==> src/rtl/gate_ctrl.sv <==
// Measurement sequencer for the BCD counter: clear, timed counting gate, settle,
// store, then auto/manual range update. Every output comes straight from a flop.
module gate_ctrl #(
    parameter logic [15:0] GATE0   = 16'd1000,
    parameter logic [15:0] GATE1   = 16'd100,
    parameter logic [15:0] GATE2   = 16'd10,
    parameter logic [1:0]  RST_RNG = 2'd0
) (
    input  logic       CP,
    input  logic       nRST,
    input  logic       run,
    input  logic       auto_rng,
    input  logic [1:0] man_rng,
    input  logic       ovf,
    input  logic       under,
    output logic       C_Clear,
    output logic       C_Enable,
    output logic       C_Store,
    output logic [1:0] T_sel,
    output logic [1:0] Status_Value,
    output logic       done,
    output logic       busy
);

    typedef enum logic [2:0] {
        S_IDLE, S_CLEAR, S_GATE, S_SETTLE, S_STORE, S_RANGE
    } state_t;

    state_t      state_q, state_d;
    logic [15:0] cnt_q, cnt_d;
    logic [1:0]  rng_q, rng_d;
    logic [1:0]  stat_q, stat_d;
    logic        ovf_q, ovf_d;
    logic        under_q, under_d;
    logic        clr_q, en_q, st_q, done_q, busy_q;
    logic [15:0] gate_len;

    always_comb begin
        case (rng_q)
            2'd0:    gate_len = GATE0;
            2'd1:    gate_len = GATE1;
            default: gate_len = GATE2;
        endcase
    end

    always_comb begin
        state_d = state_q;
        cnt_d   = cnt_q;
        rng_d   = rng_q;
        stat_d  = stat_q;
        ovf_d   = ovf_q;
        under_d = under_q;
        case (state_q)
            S_IDLE:   if (run) state_d = S_CLEAR;
            S_CLEAR: begin
                cnt_d   = gate_len;
                state_d = S_GATE;
            end
            S_GATE: begin
                cnt_d = cnt_q - 16'd1;
                if (cnt_q <= 16'd1) state_d = S_SETTLE;
            end
            S_SETTLE: state_d = S_STORE;
            S_STORE: begin
                ovf_d   = ovf;
                under_d = under;
                state_d = S_RANGE;
            end
            S_RANGE: begin
                if (auto_rng) begin
                    // overflow wins when both flags are set
                    if (ovf_q) begin
                        if (rng_q < 2'd2) begin
                            rng_d  = rng_q + 2'd1;
                            stat_d = 2'b11;
                        end else begin
                            stat_d = 2'b01;
                        end
                    end else if (under_q) begin
                        if (rng_q > 2'd0) begin
                            rng_d  = rng_q - 2'd1;
                            stat_d = 2'b11;
                        end else begin
                            stat_d = 2'b10;
                        end
                    end else begin
                        stat_d = 2'b00;
                    end
                end else begin
                    rng_d  = (man_rng == 2'd3) ? 2'd2 : man_rng;
                    stat_d = ovf_q ? 2'b01 : 2'b00;
                end
                state_d = run ? S_CLEAR : S_IDLE;
            end
            default: state_d = S_IDLE;
        endcase
    end

    // Strobes are registered from the next state so they line up with the state itself.
    always_ff @(posedge CP or negedge nRST) begin
        if (!nRST) begin
            state_q <= S_IDLE;
            cnt_q   <= 16'd0;
            rng_q   <= RST_RNG;
            stat_q  <= 2'b00;
            ovf_q   <= 1'b0;
            under_q <= 1'b0;
            clr_q   <= 1'b0;
            en_q    <= 1'b0;
            st_q    <= 1'b0;
            done_q  <= 1'b0;
            busy_q  <= 1'b0;
        end else begin
            state_q <= state_d;
            cnt_q   <= cnt_d;
            rng_q   <= rng_d;
            stat_q  <= stat_d;
            ovf_q   <= ovf_d;
            under_q <= under_d;
            clr_q   <= (state_d == S_CLEAR);
            en_q    <= (state_d == S_GATE);
            st_q    <= (state_d == S_STORE);
            done_q  <= (state_d == S_RANGE);
            busy_q  <= (state_d != S_IDLE);
        end
    end

    assign C_Clear      = clr_q;
    assign C_Enable     = en_q;
    assign C_Store      = st_q;
    assign T_sel        = rng_q;
    assign Status_Value = stat_q;
    assign done         = done_q;
    assign busy         = busy_q;

endmodule
==> config.mk <==
export PLATFORM = sky130hd
export DESIGN_NAME = gate_ctrl
export DESIGN_NICKNAME = d
export VERILOG_FILES = /design/src/rtl/gate_ctrl.sv
export SDC_FILE = /design/constraint.sdc
export NUM_CORES = 1
export LEC_CHECK = 0
export CAP_MARGIN = 20
export CORE_ASPECT_RATIO = 0.8
export CORE_MARGIN = 2
export CORE_UTILIZATION = 40
export CTS_CLUSTER_DIAMETER = 30
export DETAILED_ROUTE_END_ITERATION = 10
export GPL_ROUTABILITY_DRIVEN = 0
export PLACE_DENSITY_LB_ADDON = 0.3
export SYNTH_ARGS = -nofsm -noshare
export SYNTH_HDL_FRONTEND = slang
export SYNTH_SLANG_ARGS = --single-unit
==> constraint.sdc <==
create_clock -name CP -period 5 [get_ports CP]
set_input_delay 1.5 -clock CP [delete_from_list [all_inputs] [get_ports CP]]
set_output_delay 1.5 -clock CP [all_outputs]
set_load 0.02 [all_outputs]
==> results.ini <==
[routing]
vias=1224
ant_nets=0
wl_um=3240
wl_met2_um=1470
vias_per_cell=5.42
drc=0
wire_per_inst_um=14.3
dr_wl_met3_um=131
drt_iter0_drc=56
top_layer_used=met4
met1_length_um=1610
dr.pass1.iters=4

[worst_setup_path]
max_stage_delay_ps=640
critPathTopFamily=buffers and inverters
cp.depth=1
arrival_ps=1330
crit_chain=clkdlybuf4s50_1
crit_path_max_fanout=5
cp_num_buf_inv=1
required_ps=3500
worstSetupPathType=reg -> out
reg2reg_depth=4
endpoint_kind=output pin
cp-start-kind=register
slowest_stage=clkdlybuf4s50_1

[yosys]
synth_area_um2=1560
synth-edff-count=0
avgSynthCellArea_um2=10.2
synth.distinct_cells=50
synthCells=153
yosysWarningCount=0
async_flop_share_pct=100
yosysSeqAreaShare_pct=48.1
ys.flop_type=dfrtp_1
ys_ff_latch=30
syn_nets=166

[worst_hold_path]
hold_path.class=reg -> reg
holdPathStages=1

[timing]
whs_ps=468
skew_ps=4.66
tightest_slew_ps=589
final.min_clock_period_ps=2830
max_freq_mhz=353
hold_violations=0
fin_tns_setup_ps=0
slew_violations=0
setup_viol=0
slew_headroom_pct=60.4
rsz0062_at_grt=no
fin_crit_sh_pct=56.7

[clocking]
post-cts-setup-buffers=0
clock_sink_count=30
cts_hold_buf=0
clock_path_buffers=2
numCtsBuffers=5
clkSlewWorstSetupHoldPaths_ps=60
post_cts_resized=0
clk_latency_ps=280
cts_tree=yes
cts-root-buf=clkbuf_8
cts_max_level=2

[die]
rows=20
die_h_um=59.9
die_w_um=73.8
coreArea_um2=3780
start_util_pct=41.3
die_area_um2=4420
pin_count=17

[cells_and_area]
syn_to_final_growth_pct=17.4
drive_gt1_share_pct=11.1
nets=184
n_antenna_cell=0

[global_route]
grt_overflow=0
grt_pass1_wl_um=5640
grt_max_degree=31
grt_pass1_vias=1175
grt.total_usage_pct=17.1
antenna_found_initial=0

[power_and_ir_drop]
vdd_ir_drop_max_mv=0.267
p_seq_share_pct=41.0
pwr-share-clk_pct=16.9
power_frac_comb_pct=42.1
p_sw_w=0.000423
p_sw_share_pct=40.1
power.leakage_nw=0.777
intPower_w=0.000632
power.density_nw_per_um2=576

[flow_run]
cap_violations=0

[place]
portBuffers=16
hpwlAfterDp_um=2370

[outcome]
status=finished, final reports clean

power groups by stage:
| stage | clock network [W] | registers (W) | logic [W] |
|---|---|---|---|
| detailed placement | 0 | 0.000434 | 0.000448 |
| floorplan | 0 | 0.000429 | 0.000311 |
| global route | 0.000196 | 0.000449 | 0.000496 |
| CTS | 0.000183 | 0.000431 | 0.000449 |
| finish | 0.000179 | 0.000432 | 0.000444 |
| global placement | 0 | 0.000425 | 0.000431 |
routing by layer:
metal	up-vias	track usage (%)
li1	599	-
met3	6	5.90
met5	-	0
met2	25	24.0
met1	594	24.6
met4	0	5.97
final timing paths:
path	slack (ps)	startpoint	end
worst max register to register	2910	state_q[1]	cnt_q[12]
min in group asynchronous	1610	nRST	cnt_q[14]
worst max-delay path	2170	T_sel[0]	T_sel[0]
worst min register to register	470	cnt_q[14]	cnt_q[14]
worst min-delay path	470	cnt_q[14]	cnt_q[14]
max in group asynchronous	3100	nRST	state_q[2]
logic make-up after synthesis:
| family | share of synthesized area (%) |
|---|---|
| buf+inv | 5.05 |
| simple gates | 22.3 |
| flops | 48.1 |
| compound gates | 15.9 |
| fa+ha+maj | 4.01 |
| xor+xnor | 0.561 |
| mux | 4.09 |
per-stage QoR:
step	power, W	instance area [µm²]	util (%)	setup WS (ps)	instances
after CTS	0.00106	1830	48.5	2150	226
after global placement	0.000856	1760	46.5	2180	219
final	0.00105	1830	48.5	2170	226
after global routing	0.00114	1830	48.5	2090	226
after detailed placement	0.000882	1760	46.5	2150	219
after floorplan	0.000740	1560	-	2690	153
cells in the mapped netlist (2+ instances only):
cell type	instances	area share (%)
nand2b_1	3	1.2
ha_1	5	4.0
a21oi_1	6	1.9
o21ai_0	7	2.2
o311ai_0	3	1.7
inv_1	9	2.2
buf_2	2	0.64
buf_6	2	1.4
o21a_1	3	1.4
nor4_1	4	1.6
nand3_1	4	1.3
nor3_1	6	1.9
o211ai_1	2	0.96
a221oi_1	2	1.1
nor2_1	11	2.6
mux2i_1	3	1.9
or3b_2	2	1.1
nor2b_1	2	0.80
nand2_1	9	2.2
o41ai_1	3	1.7
a31oi_1	3	1.2
or2_2	2	0.80
mux2_2	3	2.2
and2_1	2	0.80
dfrtp_1	30	48
layout by cell type (no fill, tap or decap), drive strengths merged, types with 2 or more instances in the layout:
master / count
a21oi: 6
a221oi: 2
a31oi: 3
and2: 2
clkbuf: 7
clkdlybuf4s50: 16
dfrtp: 30
ha: 5
inv: 10
mux2: 3
mux2i: 3
nand2: 9
nand2b: 3
nand3: 5
nor2: 11
nor2b: 2
nor3: 6
nor3b: 2
nor4: 5
o211ai: 2
o21a: 3
o21ai: 7
o311ai: 3
o41ai: 3
or2: 3
or3b: 3
or4: 2
final cells by class:
type	count	area [µm²]
clock buffers	7	76.3
fillers	331	1950
inverters	10	37.5
multi-input cells	107	731
flip-flops and latches	30	751
well taps	55	68.8
repair buffers	17	168
state kept, by name (all words and copies together) (netlist names):
signal	flops
Status_Value	2
done	1
C_Clear	1
cnt_q	16
C_Store	1
C_Enable	1
ovf_q	1
state_q	3
under_q	1
busy	1
T_sel	2
worst reg2reg max path, cell delays in order, from the launching register on:
cell and delay [ps]:
dfrtp_1 500, nor3b_2 550, nand2_1 330, o311ai_0 430
o41ai_1 150
No activity file was read; power rests on OpenSTA's default activity.
